## src/rtl/cla_sub_pipe_32_if.sv

```systemverilog
// Operand/result bundle for cla_sub_pipe_32: producer-side valid/ready with
// operands, consumer-side valid/ready with the difference and its flags.
interface cla_sub_pipe_32_if #(
  parameter int WIDTH = 32
);
  logic             in_valid;
  logic             in_ready;
  logic [WIDTH-1:0] a;
  logic [WIDTH-1:0] b;
  logic             bin;
  logic             out_valid;
  logic             out_ready;
  logic [WIDTH-1:0] diff;
  logic             bout;
  logic             ovf;
  logic             zero;

  // Environment side: drives operands and accepts results.
  modport master (
    output in_valid, a, b, bin, out_ready,
    input  in_ready, out_valid, diff, bout, ovf, zero
  );

  // Subtractor side.
  modport slave (
    input  in_valid, a, b, bin, out_ready,
    output in_ready, out_valid, diff, bout, ovf, zero
  );
endinterface

```

## src/rtl/cla_sub_pipe_32.sv

```systemverilog
// Two-stage pipelined subtractor: diff = a - b - bin, computed as
// a + ~b + ~bin. The low half resolves in stage 1 and the high half in
// stage 2, using the registered mid carry as its carry-in.
module cla_sub_pipe_32 #(
  parameter int WIDTH = 32
) (
  input  logic           clk,
  input  logic           rst_n,
  cla_sub_pipe_32_if.slave bus
);
  localparam int HALF = WIDTH / 2;

  // Carry-lookahead add of one half; returns {carry_out, sum}.
  function automatic logic [HALF:0] cla_add(input logic [HALF-1:0] x,
                                             input logic [HALF-1:0] y,
                                             input logic            cin);
    logic [HALF-1:0] g;
    logic [HALF-1:0] p;
    logic [HALF:0]   c;
    g    = x & y;
    p    = x ^ y;
    c[0] = cin;
    for (int i = 0; i < HALF; i++) begin
      c[i+1] = g[i] | (p[i] & c[i]);
    end
    return {c[HALF], p ^ c[HALF-1:0]};
  endfunction

  // Stage 1 registers. The operand MSBs needed for overflow are the top
  // bits of s1_a_hi / s1_b_hi, so they are not stored separately.
  logic            s1_valid;
  logic [HALF-1:0] s1_diff_lo;
  logic            s1_c_mid;
  logic [HALF-1:0] s1_a_hi;
  logic [HALF-1:0] s1_b_hi;

  // Stage 2 (output) registers.
  logic             out_valid_q;
  logic [WIDTH-1:0] diff_q;
  logic             bout_q;
  logic             ovf_q;
  logic             zero_q;

  logic            s2_ready;
  logic            in_ready;
  logic            accept;
  logic            advance;
  logic [HALF:0]   lo_sum;
  logic [HALF:0]   hi_sum;
  logic [WIDTH-1:0] diff_full;

  assign s2_ready  = !out_valid_q || bus.out_ready;
  assign in_ready  = !s1_valid || s2_ready;
  assign accept    = bus.in_valid && in_ready;
  assign advance   = s1_valid && s2_ready;

  assign lo_sum    = cla_add(bus.a[HALF-1:0], ~bus.b[HALF-1:0], ~bus.bin);
  assign hi_sum    = cla_add(s1_a_hi, ~s1_b_hi, s1_c_mid);
  assign diff_full = {hi_sum[HALF-1:0], s1_diff_lo};

  // Stage 1: capture low-half result and upper operands on input transfer.
  always_ff @(posedge clk or negedge rst_n) begin
    if (!rst_n) begin
      s1_valid   <= 1'b0;
      s1_diff_lo <= '0;
      s1_c_mid   <= 1'b0;
      s1_a_hi    <= '0;
      s1_b_hi    <= '0;
    end else if (accept) begin
      s1_valid   <= 1'b1;
      s1_diff_lo <= lo_sum[HALF-1:0];
      s1_c_mid   <= lo_sum[HALF];
      s1_a_hi    <= bus.a[WIDTH-1:HALF];
      s1_b_hi    <= bus.b[WIDTH-1:HALF];
    end else if (advance) begin
      s1_valid   <= 1'b0;
    end
  end

  // Stage 2: finish the high half and register the result and flags.
  always_ff @(posedge clk or negedge rst_n) begin
    if (!rst_n) begin
      out_valid_q <= 1'b0;
      diff_q      <= '0;
      bout_q      <= 1'b0;
      ovf_q       <= 1'b0;
      zero_q      <= 1'b0;
    end else if (advance) begin
      out_valid_q <= 1'b1;
      diff_q      <= diff_full;
      bout_q      <= ~hi_sum[HALF];
      ovf_q       <= (s1_a_hi[HALF-1] != s1_b_hi[HALF-1]) &&
                     (hi_sum[HALF-1] != s1_a_hi[HALF-1]);
      zero_q      <= (diff_full == '0);
    end else if (bus.out_ready) begin
      out_valid_q <= 1'b0;
    end
  end

  assign bus.in_ready  = in_ready;
  assign bus.out_valid = out_valid_q;
  assign bus.diff      = diff_q;
  assign bus.bout      = bout_q;
  assign bus.ovf       = ovf_q;
  assign bus.zero      = zero_q;
endmodule
```

## src/flat_wrapper.sv

```systemverilog
// flat-port wrapper written by rule: the top's interface ports become plain ports
module cla_sub_pipe_32_flat 
#(
  parameter int WIDTH = 32
)
  (clk, rst_n, bus_in_valid, bus_a, bus_b, bus_bin, bus_out_ready, bus_in_ready, bus_out_valid, bus_diff, bus_bout, bus_ovf, bus_zero);
  cla_sub_pipe_32_if #(.WIDTH(WIDTH)) bus_i ();
  input  logic clk;
  input  logic rst_n;
  input wire logic [$bits(bus_i.in_valid)-1:0] bus_in_valid;
  input wire logic [$bits(bus_i.a)-1:0] bus_a;
  input wire logic [$bits(bus_i.b)-1:0] bus_b;
  input wire logic [$bits(bus_i.bin)-1:0] bus_bin;
  input wire logic [$bits(bus_i.out_ready)-1:0] bus_out_ready;
  output wire logic [$bits(bus_i.in_ready)-1:0] bus_in_ready;
  output wire logic [$bits(bus_i.out_valid)-1:0] bus_out_valid;
  output wire logic [$bits(bus_i.diff)-1:0] bus_diff;
  output wire logic [$bits(bus_i.bout)-1:0] bus_bout;
  output wire logic [$bits(bus_i.ovf)-1:0] bus_ovf;
  output wire logic [$bits(bus_i.zero)-1:0] bus_zero;
  assign bus_i.in_valid = bus_in_valid;
  assign bus_i.a = bus_a;
  assign bus_i.b = bus_b;
  assign bus_i.bin = bus_bin;
  assign bus_i.out_ready = bus_out_ready;
  assign bus_in_ready = bus_i.in_ready;
  assign bus_out_valid = bus_i.out_valid;
  assign bus_diff = bus_i.diff;
  assign bus_bout = bus_i.bout;
  assign bus_ovf = bus_i.ovf;
  assign bus_zero = bus_i.zero;
  cla_sub_pipe_32 #(.WIDTH(WIDTH)) u_core (.clk(clk), .rst_n(rst_n), .bus(bus_i));
endmodule
```

## config.mk

```make
export PLATFORM = sky130hd
export DESIGN_NAME = cla_sub_pipe_32_flat
export DESIGN_NICKNAME = d
export VERILOG_FILES = /design/src/rtl/cla_sub_pipe_32_if.sv /design/src/rtl/cla_sub_pipe_32.sv /design/src/flat_wrapper.sv
export SDC_FILE = /design/constraint.sdc
export NUM_CORES = 1
export LEC_CHECK = 0
export ABC_AREA = 1
export BUFFER_PORTS_ARGS = -buffer_cell sky130_fd_sc_hd__buf_2
export CELL_PAD_IN_SITES_DETAIL_PLACEMENT = 0
export CELL_PAD_IN_SITES_GLOBAL_PLACEMENT = 2
export CORE_ASPECT_RATIO = 0.8
export CORE_MARGIN = 1.5
export CORE_UTILIZATION = 35
export CTS_CLUSTER_DIAMETER = 50
export DETAILED_ROUTE_END_ITERATION = 8
export GPL_TIMING_DRIVEN = 0
export PLACE_DENSITY_LB_ADDON = 0.1
export SLEW_MARGIN = 0
export SYNTH_ARGS = -nofsm -noshare
export SYNTH_HDL_FRONTEND = slang
export SYNTH_SLANG_ARGS = --single-unit
```

## constraint.sdc

```tcl
create_clock -name clk -period 12.3 [get_ports clk]
set_input_delay 3.075 -clock clk [delete_from_list [all_inputs] [get_ports clk]]
set_output_delay 3.075 -clock clk [all_outputs]
set_load 0.005 [all_outputs]
```

Yosys cells after proc, flatten, opt, wreduce, memory -nomap -nowiden --
Index checks and enable logic that the tools add are counted.
Word-level totals: register bits 86, memories 0, input port bits 69, bits in writable memories 0, ROM bits 0, output and inout bits 37, logic and storage cells 100, bits in latches 0
Cells by class: mux-type cells 4, shifts and indexed selects 0, $mul 0, divide/modulo/power cells 0, bitwise gates (word level) 74, equal/unequal tests 2, reductions and logical operators 10, $add $sub $neg 0, order comparisons 0
Operators by type and width (number):
- 16-bit XOR | 4
- 1-bit AND | 32
- 16-bit AND | 2
- 32-bit zero test | 1
- 16-bit NOT | 2
- 1-bit OR | 32
- 1-bit 2-to-1 mux | 4
- 2-bit nonzero test | 2
- 1-bit logical AND | 3
- 1-bit zero test | 2
- 1-bit logical OR | 2
- 1-bit inequality test | 2
- 1-bit NOT | 2

Longest topological paths before layout --
Gate-level depths: netlist of run 1.
depth after elaboration 35, gate-level depth with buffers 24

Worst setup path before layout of run 1 --
OpenSTA, ideal clock, no wires.
path type input to register, start input bus_bin, end register u_core.s1_diff_lo[15], buffers on the path 0, data arrival time 9387 ps, stages on the path 19, setup slack 2792 ps, library setup time 121 ps, required time 12179 ps, cell sequence fa_1 > fa_1 > fa_1 > fa_1 > fa_1 > fa_1 > fa_1 > fa_1 > fa_1 > fa_1 > fa_1 > fa_1 > fa_1 > fa_1 > fa_1 > inv_1 > fa_1 > nor2_1 > a21oi_1
On the way: cells in the longest elaborated chain, start to end 32
RTL lines:
- start, declared | RTL line flat_wrapper.sv:13 | input wire logic [$bits(bus_i.bin)-1:0] bus_bin;
- 1-bit NOT | RTL line cla_sub_pipe_32.sv:57 | assign lo_sum = cla_add(bus.a[HALF-1:0], ~bus.b[HALF-1:0], ~bus.bin);
- 1-bit AND | RTL line cla_sub_pipe_32.sv:24 | c[i+1] = g[i] | (p[i] & c[i]);
- 1-bit OR | RTL line cla_sub_pipe_32.sv:24
- 1-bit AND | RTL line cla_sub_pipe_32.sv:24
- 1-bit OR | RTL line cla_sub_pipe_32.sv:24
- 1-bit AND | RTL line cla_sub_pipe_32.sv:24
- 1-bit OR | RTL line cla_sub_pipe_32.sv:24
- 1-bit AND | RTL line cla_sub_pipe_32.sv:24
- [17 not listed]
- 1-bit AND | RTL line cla_sub_pipe_32.sv:24
- 1-bit OR | RTL line cla_sub_pipe_32.sv:24
- 1-bit AND | RTL line cla_sub_pipe_32.sv:24
- 1-bit OR | RTL line cla_sub_pipe_32.sv:24
- 1-bit AND | RTL line cla_sub_pipe_32.sv:24
- 1-bit OR | RTL line cla_sub_pipe_32.sv:24
- 16-bit XOR | RTL line cla_sub_pipe_32.sv:26 | return {c[HALF], p ^ c[HALF-1:0]};
- net u_core.lo_sum[15] | RTL line cla_sub_pipe_32.sv:48 | logic [HALF:0] lo_sum;
- end signal, assigned | RTL line cla_sub_pipe_32.sv:71 | s1_diff_lo <= lo_sum[HALF-1:0];
- end, declared | RTL line cla_sub_pipe_32.sv:32 | logic [HALF-1:0] s1_diff_lo;
The timed path passes the listed nets, and every way through them passes these cells. A chain may end at the register's enable or synchronous reset.

Final worst setup path of run 1 --
Ends and elaborated chain as after synthesis.

==> results.md, run 1 <==
- IO buf count: 104
- Arrival @ worst endpoint: 9760 ps
- Mapped Area: 0.00418 mm²
- Fill count: 1176
- Overall power: 923 µW
- Cells after Synth: 414
- Clock share of power: 0.274
- Maximum vdd drop: 0.0733 mV
- Synthesized net count: 516
- Seq pwr share: 0.437
- CTS tree: done
- PostCTS Resize Cnt: 0
- Critical path type: input pin to flip-flop
- Drt total wl: 9800 µm
- Status: complete, no violations
- Hold path startpoint: u_core.bus.zero
- Clock skew: 5.63 ps
- Fin crit period: 9530 ps
- DRT Pass-1 Iters: 4
- Int Power: 626 µW
- Fin. Hold Viols: 0
- Residual DRC count: 0
- Sequential element share of the synthesized area: 0.515
- Critical path origin: bus_bin
- Synthesized flop and latch total: 86
- Die Ht: 101 µm
- Initial antenna violation count: 0
- Syn_area_per_cell: 10.1 µm²
- Row count: 35
- Initial cell density of the core: 0.361
- Relative max-transition margin: 0.591
- Largest net degree at the start of global routing: 46
- CP startpoint kind: input pin
- Yosys warnings: 0
- Leak pwr: 2.69 nW
- CTS Sinks: 86
- Layout cells sized above 1: 0.277
- Slew @ Worst Pin: 613 ps
- Max FO, Critical Path: 1
- Num ports: 106
- Distinct cells, synth: 19
- Wire per inst: 14.4 µm
- Setup TNS: 0 ps
- DRT antenna net count: 0
- Number of max-cap violations: 0
- CORE AREA: 0.0116 mm²
- Hold_ws: 479 ps
- Final Setup Violations: 0
- CP Data Required Time: 12530 ps
- Number of DRC markers in iteration 0: 166
- Antenna diode count: 0
- Horiz. Die Dim: 125 µm
- Min-delay worst type: flip-flop to flip-flop
- Number of hold buffers added after CTS: 0
- Vias in the first global route: 3140
- PnR worst setup slack: 2770 ps
- Vias: 3023
- Routability congestion estimate: 0.745
- Gr ovfl total: 0
- Worst skew pair latency: 340 ps
- Clock slew at reported path FFs: 60 ps
- Max Slew Vio Count: 0
- RSZ-0062 raised after global routing: false
- H-tree levels: 3
- Post-DP HPWL: 7410 µm
- Sw frac: 0.322
- Post-CTS Repair Setup Buffers: 0
- Combinational power share: 0.289
- Pre-CTS WS: 2350 ps
- First-pass GRT wire length: 16000 µm
- Fmax: 0.105 GHz
- Vias per Instance: 4.43
- Final period util: 0.775
- Num CTS Buffers: 9
- Clock tree buffer depth: 2
- PwrDens: 178 mW/mm²
- P&R area growth vs syn: 24.1%
- Root buf cell: clkbuf_16
- Setup crit end kind: flip-flop
- Die area: 0.0126 mm²
- Reg2Reg Launch Point: u_core.s1_b_hi[0]
- Fin nets: 632
- Total track usage: 0.169
- Sw power: 297 µW
## cells by family after synthesis
logic type / Yosys count / synth area share
fa+ha+maj: 33 / 0.156
flops: 86 / 0.515
buf+inv: 71 / 0.0836
compound gates: 64 / 0.0908
simple gates: 159 / 0.152
xor+xnor: 1 / 0.00210
## worst max-delay path: stages
cell and delay (ps):
buf_2 110, fa_1 430, fa_1 390, fa_1 410, fa_1 390, fa_1 380
fa_1 390, fa_1 410, fa_1 390, fa_1 380, fa_1 380, fa_1 390
fa_1 390, fa_1 390, fa_1 400, fa_1 370, inv_1 70, fa_1 430
nor2_1 120, a21oi_1 50
## metal layers
| layer | wire length [µm] | part of all wire | up-vias | track usage |
|---|---|---|---|---|
| met4 | 182 | 0.019 | 0 | 0.0577 |
| met5 | 0 | 0 | - | 0 |
| li1 | - | - | 1507 | - |
| met3 | 480 | 0.049 | 13 | 0.0520 |
| met1 | 4970 | 0.51 | 1428 | 0.239 |
| met2 | 4180 | 0.43 | 75 | 0.246 |
## power groups by stage
| stage | registers [mW] | clock network, mW | logic (mW) |
|---|---|---|---|
| 2_1_floorplan | 0.405 | 0 | 0.151 |
| 3_3_place_gp | 0.407 | 0 | 0.267 |
| 3_5_place_dp | 0.409 | 0 | 0.274 |
| 4_1_cts | 0.404 | 0.259 | 0.275 |
| 5_1_grt | 0.413 | 0.273 | 0.312 |
| 6_report | 0.403 | 0.253 | 0.267 |
## synth_stat cells
library cell / instances / area [µm²]
inv_1: 52 / 195
nand3_1: 17 / 85.1
ha_1: 1 / 12.5
nand3_4: 1 / 17.5
nor2_1: 31 / 116
a21oi_1: 3 / 15.0
o21ai_0: 37 / 185
buf_2: 3 / 15.0
fa_1: 32 / 641
buf_6: 10 / 113
nand2_2: 1 / 6.26
o31ai_1: 1 / 7.51
buf_4: 1 / 7.51
dfrtp_1: 86 / 2150
nand2_1: 109 / 409
a21oi_2: 15 / 131
xor2_1: 1 / 8.76
o21ai_1: 8 / 40.0
clkbuf_1: 5 / 18.8
## worst paths after layout
| kind | slack [ps] | endpoint | depth (start not counted) |
|---|---|---|---|
| setup / recovery | 2770 | u_core.s1_diff_lo[15] | 20 |
| hold / removal | 480 | u_core.bus.zero | 2 |
| setup reg to reg | 3990 | u_core.bus.zero | 24 |
| hold reg to reg | 480 | u_core.bus.zero | 2 |
| max in group asynchronous | 8920 | u_core.s1_a_hi[7] | 2 |
| min in group asynchronous | 2740 | u_core.bus.diff[3] | 1 |
## per-stage QoR
| stage | utilization | area, µm² | std cells |
|---|---|---|---|
| finish | 0.448 | 5180 | 682 |
| global route | 0.448 | 5180 | 682 |
| CTS | 0.448 | 5180 | 682 |
| detailed placement | 0.425 | 4910 | 667 |
| global placement | 0.422 | 4880 | 666 |
| floorplan | - | 4180 | 414 |
## cells in the final DEF, fill, tap and decap left out, types with 2 or more instances in the layout
master,n
dfrtp_1,86
clkbuf_8,2
o21ai_0,37
o21ai_1,8
buf_2,106
buf_6,10
inv_1,52
a21oi_2,15
a21oi_1,3
fa_1,32
clkbuf_16,9
nand2_1,109
buf_4,2
clkbuf_1,8
nor2_1,31
nand3_1,17
## state kept, by name, summed over array words and instances (netlist names)
| name | flops |
|---|---|
| u_core.s1_c_mid | 1 |
| u_core.bus.ovf | 1 |
| u_core.s1_diff_lo | 16 |
| u_core.bus.diff | 32 |
| u_core.bus.bout | 1 |
| u_core.s1_valid | 1 |
| u_core.s1_a_hi | 16 |
| u_core.bus.out_valid | 1 |
| u_core.s1_b_hi | 16 |
| u_core.bus.zero | 1 |
## final cells by class
| cell class | instances | area [µm²] | area share |
|---|---|---|---|
| flip-flops and latches | 86 | 2150 | 0.415 |
| multi-input cells | 257 | 1680 | 0.323 |
| repair buffers | 105 | 551 | 0.106 |
| clock buffers | 14 | 264 | 0.0510 |
| inverters | 52 | 195 | 0.0377 |
| well taps | 148 | 185 | 0.0357 |
| plain buffers | 19 | 154 | 0.0297 |
| clock inverters | 1 | 5.00 | 0.000966 |
Power figures use the tool's default switching activity.
==> run 2: changes to the inputs <==
CORE_UTILIZATION = 33   (was 35)
clock period = 8.8 ns   (was 12.3 ns; I/O delays follow)
==> run 2 against run 1 <==
Effect of this change:
- clock power increased by 52%
- die area increased by 5.9%
- total power rose by 43%
- clock-buffer cell count is 2 lower
- via count grew 1.6%
- largest power group unchanged
- global-route usage is 0.82 points lower
- wire length increased by 1.1%
- largest cell class unchanged
- critical endpoint unchanged
- critical path depth stayed put
- cell area grew 1.2%
- sequential power is 40% higher
- flip-flop and latch count unchanged
==> results.md, run 2 (synthesis gave the netlist of run 1 again) <==
- Status: complete, no violations
- Min-delay worst type: flip-flop to flip-flop
- Number of hold buffers added after CTS: 0
- Gr ovfl total: 0
- DRT Pass-1 Iters: 4
- Clock slew at reported path FFs: 60 ps
- First-pass GRT wire length: 16100 µm
- Residual DRC count: 0
- Routability congestion estimate: 0.743
- Fin. Hold Viols: 0
- Reg-to-reg slack, setup: 470 ps
- Post-DP HPWL: 7530 µm
- Cell area after layout: 0.00525 mm²
- Max FO, Critical Path: 1
- Critical path type: input pin to flip-flop
- Final core utilization: 0.428
- Hold_ws: 474 ps
- GR Util met2: 0.242
- Maximum vdd drop: 0.0995 mV
- Row count: 36
- Setup TNS: 0 ps
- Largest net degree at the start of global routing: 52
- Die Ht: 104 µm
- Post-CTS Repair Setup Buffers: 0
- Placed Cells: 690
- DRT antenna net count: 0
- Met3 global-route usage: 0.0429
- PnR worst setup slack: 203 ps
- Setup crit end kind: flip-flop
- Root buf cell: clkbuf_16
- Pre-CTS WS: -293 ps
- IO buf count: 104
- Num ports: 106
- Met1 Usage GRT: 0.230
- H-tree levels: 3
- Number of DRC markers in iteration 0: 112
- Drt total wl: 9910 µm
- Clock tree buffer depth: 2
- Die area: 0.0133 mm²
- CORE AREA: 0.0123 mm²
- Fin crit period: 8600 ps
- Busiest metal layer after global routing: met2
- Fin cells: 706
- Max FFs per register: 32
- CP Data Required Time: 9020 ps
- Vias per Instance: 4.35
- Most frequent cells in the layout: 109 x nand2_1, 106 x buf_2, 86 x dfrtp_1
- Total track usage: 0.160
- Hold path startpoint: u_core.bus.zero
- P&R area growth vs syn: 25.6%
- Number of max-cap violations: 0
- Layout cells sized above 1: 0.284
- Final period util: 0.977
- PwrDens: 252 mW/mm²
- RSZ-0062 raised after global routing: false
- Critical path origin: bus_bin
- Worst skew pair latency: 340 ps
- Horiz. Die Dim: 129 µm
- Vias in the first global route: 3120
- Clock skew: 7.62 ps
- CTS Sinks: 86
- Commonest non-fill, non-tap cell in the layout: nand2_1
- Slew @ Worst Pin: 489 ps
- Initial antenna violation count: 0
- Arrival @ worst endpoint: 8820 ps
- Max Slew Vio Count: 0
- Reg2Reg Launch Point: u_core.s1_b_hi[0]
- Overall power: 1.32 mW
- Initial cell density of the core: 0.341
- Leak pwr: 2.71 nW
- Wire per inst: 14.0 µm
- Antenna diode count: 0
- Fin nets: 632
- CP startpoint kind: input pin
- Dpl cell area: 0.00494 mm²
- Worst Reg-to-Reg Cells: 24
- Num CTS Buffers: 9
- CTS tree: done
- Relative max-transition margin: 0.674
- Hold Path Cell Cnt: 2
- Hold EP: u_core.bus.zero
- Final Setup Violations: 0
- Reg-to-Reg End: u_core.bus.zero
- Fmax: 0.116 GHz
- Vias: 3070
==> run 2: how the worst max path moves through the flow <==
stage / to / slack [ps] / cells after the start
2_1_floorplan: u_core.s1_diff_lo[15] / 170 / 19
3_3_place_gp: u_core.s1_diff_lo[15] / -240 / 20
3_5_place_dp: u_core.s1_diff_lo[15] / -290 / 20
4_1_cts: u_core.s1_diff_lo[15] / 70 / 20
5_1_grt: u_core.s1_diff_lo[15] / 20 / 20
6_report: u_core.s1_diff_lo[15] / 200 / 20
==> run 2: area by class of cell <==
type | count | area [µm²]
buffer | 19 | 154
clock buffer | 12 | 256
clock inverter | 4 | 45.0
fill | 1246 | 7010
inverter | 52 | 195
multi-input combinational | 257 | 1680
sequential | 86 | 2150
tap | 171 | 214
timing repair buffer | 105 | 551
==> run 2: what timing repair did <==
action                                  CTS  global route
resized for setup                         0             1
hold endpoints to repair                  0             0
endpoints found under the setup margin    0             1
==> run 2: worst max-delay path: stages <==
cell and delay [ps]:
buf_2 110, fa_1 430, fa_1 410, fa_2 370, fa_1 380, fa_1 380
fa_1 390, fa_1 400, fa_1 390, fa_1 380, fa_1 380, fa_1 390
fa_1 380, fa_1 400, fa_1 400, fa_1 370, inv_1 80, fa_1 420
nor2_1 110, a21oi_1 50
==> run 2: power breakdown <==
group          leakage [nW]  total, mW  internal [mW]  switching, mW
Combinational          1.52      0.373          0.167          0.206
Sequential             1.04      0.564          0.502         0.0616
Clock                 0.152      0.385          0.234          0.151
Total                  2.71       1.32          0.904          0.419
==> run 2: routing by layer <==
metal,up-vias,share of wire
met5,-,0
met4,0,0.011
met3,12,0.058
met2,74,0.44
met1,1480,0.49
li1,1504,-
==> run 3: changes to the inputs <==
SETUP_SLACK_MARGIN = 0.5   (was default)
==> run 3 against run 2 <==
Effect of this change:
- flip-flop and latch count did not move
- worst hold slack improved by 1.6 ps
- clock-buffer cell count is 2 lower
- worst setup slack improved by 470 ps
- critical path type unchanged
==> results.md, run 3 (synthesis gave the netlist of run 1 again) <==
- Status: complete, no violations
- Commonest non-fill, non-tap cell in the layout: nand2_1
- Crit-path max cell delay: 430 ps
- Maximum vdd drop: 0.109 mV
- Most common cell on crit path: fa_2
- Initial cell density of the core: 0.341
- Cell family with most CP delay: adder cells
- Slew @ Worst Pin: 617 ps
- Fin cells: 707
- Critical path type: input pin to flip-flop
- Most frequent cells in the layout: 109 x nand2_1, 106 x buf_2, 86 x dfrtp_1
- Final period util: 0.924
- Root buf cell: clkbuf_16
- Initial antenna violation count: 0
- Routability congestion estimate: 0.732
- Clock skew: 4.87 ps
- Setup TNS: 0 ps
- RSZ-0062 raised after global routing: false
- Clock tree buffer depth: 2
- Vias in the first global route: 3097
- Num ports: 106
- Die Ht: 104 µm
- Leak pwr: 2.71 nW
- Max FO, Critical Path: 1
- Num CTS Buffers: 9
- Relative max-transition margin: 0.589
- Vias: 3049
- IO buf count: 104
- CTS Sinks: 86
- Critical path, cell by cell: buf_2 > fa_1 > fa_2 > fa_2 > fa_1 > fa_1 > fa_2 > fa_2 > fa_2 > fa_2 > fa_2 > fa_2 > fa_2 > fa_2 > fa_2 > fa_1 > inv_1 > fa_1 > nor2_1 > a21oi_1
- Wire per inst: 14.1 µm
- Die area: 0.0133 mm²
- P&R area growth vs syn: 27.6%
- Fin. Hold Viols: 0
- Max FFs per register: 32
- Largest net degree at the start of global routing: 46
- CTS tree: done
- Total track usage: 0.162
- Clock slew at reported path FFs: 60 ps
- DRT Pass-1 Iters: 4
- Drt total wl: 9980 µm
- Row count: 36
- CP startpoint kind: input pin
- CP Data Required Time: 9030 ps
- Multi-input logic area: 0.00172 mm²
- Layout cells sized above 1: 0.313
- Vias per Instance: 4.31
- Worst path buffer plus inverter count: 2
- Gr ovfl total: 0
- Fmax: 0.123 GHz
- Setup crit end kind: flip-flop
- Number of max-cap violations: 0
- Antenna diode count: 0
- CP max stage cell: fa_1
- Max Slew Vio Count: 0
- DRT antenna net count: 0
- Fin crit period: 8130 ps
- Worst skew pair latency: 340 ps
- Final Setup Violations: 0
- Residual DRC count: 0
- Min-delay worst type: flip-flop to flip-flop
- Register area: 0.00215 mm²
- CORE AREA: 0.0123 mm²
- Fin nets: 633
- Placed Cells: 690
- Post-DP HPWL: 7590 µm
- PwrDens: 259 mW/mm²
- H-tree levels: 3
- Fill count: 1270
- Arrival @ worst endpoint: 8350 ps
- Horiz. Die Dim: 129 µm
- Number of DRC markers in iteration 0: 86
- First-pass GRT wire length: 16200 µm
run 3: worst paths after layout:
check | startpoint | to | slack (ps) | depth (start not counted)
max reg2reg | u_core.s1_b_hi[0] | u_core.bus.zero | 930 | 24
min in group asynchronous | rst_n | u_core.bus.diff[0] | 1870 | 1
max in group asynchronous | rst_n | u_core.s1_a_hi[5] | 6300 | 2
min | u_core.bus.diff[3] | u_core.bus.diff[3] | 480 | 2
min reg2reg | u_core.bus.diff[3] | u_core.bus.diff[3] | 480 | 2
max | bus_bin | u_core.s1_diff_lo[15] | 670 | 20
run 3: per-stage QoR:
stage | util | area [µm²] | hold slack (ps) | power [mW] | worst slack [ps]
2_1_floorplan | - | 4200 | 453 | 0.778 | 526
3_3_place_gp | 0.403 | 4930 | 459 | 0.947 | 181
3_5_place_dp | 0.405 | 4960 | 462 | 0.955 | 148
4_1_cts | 0.433 | 5310 | 479 | 1.40 | 528
5_1_grt | 0.435 | 5330 | 502 | 1.48 | 507
6_report | 0.435 | 5330 | 475 | 1.38 | 672
run 3: cell type report:
class | instances | share of cell area
sequential | 86 | 0.404
multi-input combinational | 257 | 0.322
timing repair buffer | 106 | 0.105
clock buffer | 10 | 0.0430
tap | 171 | 0.0402
inverter | 52 | 0.0366
buffer | 19 | 0.0289
clock inverter | 6 | 0.0207
run 3: metal layers:
metal / share of wire / wire length [µm] / track usage / up-vias
met1: 0.51 / 5080 / 0.236 / 1467
met5: 0 / 0 / 0 / -
li1: - / - / - / 1505
met3: 0.044 / 437 / 0.0413 / 9
met2: 0.44 / 4340 / 0.239 / 68
met4: 0.012 / 116 / 0.0433 / 0
run 3: worst reg2reg max path: stages (launching register included):
cell and delay (ps):
dfrtp_1 360, inv_1 110, fa_1 190, inv_1 50, fa_1 380, fa_1 390, fa_1 410, fa_2 430
fa_2 420, fa_2 420, fa_2 430, fa_1 460, fa_1 460, fa_1 470, fa_1 460, fa_1 480
fa_1 470, fa_2 430, fa_1 530, nand2_1 60, nor2_1 80, nand2_1 80, nor2_1 130, nand3_1 90
nand2_1 60
run 3: repair_timing:
action | 4_1_cts | 5_1_grt
buffers inserted | 1 | 0
pin swaps | 1 | 1
hold buffers | 0 | 0
gates resized for setup | 0 | 7
endpoints found under the setup margin | 1 | 3
run 3: where the power goes:
part           internal [mW]  switching [mW]
registers              0.502          0.0611
logic                  0.174           0.208
clock network          0.277           0.157
total                  0.953           0.426
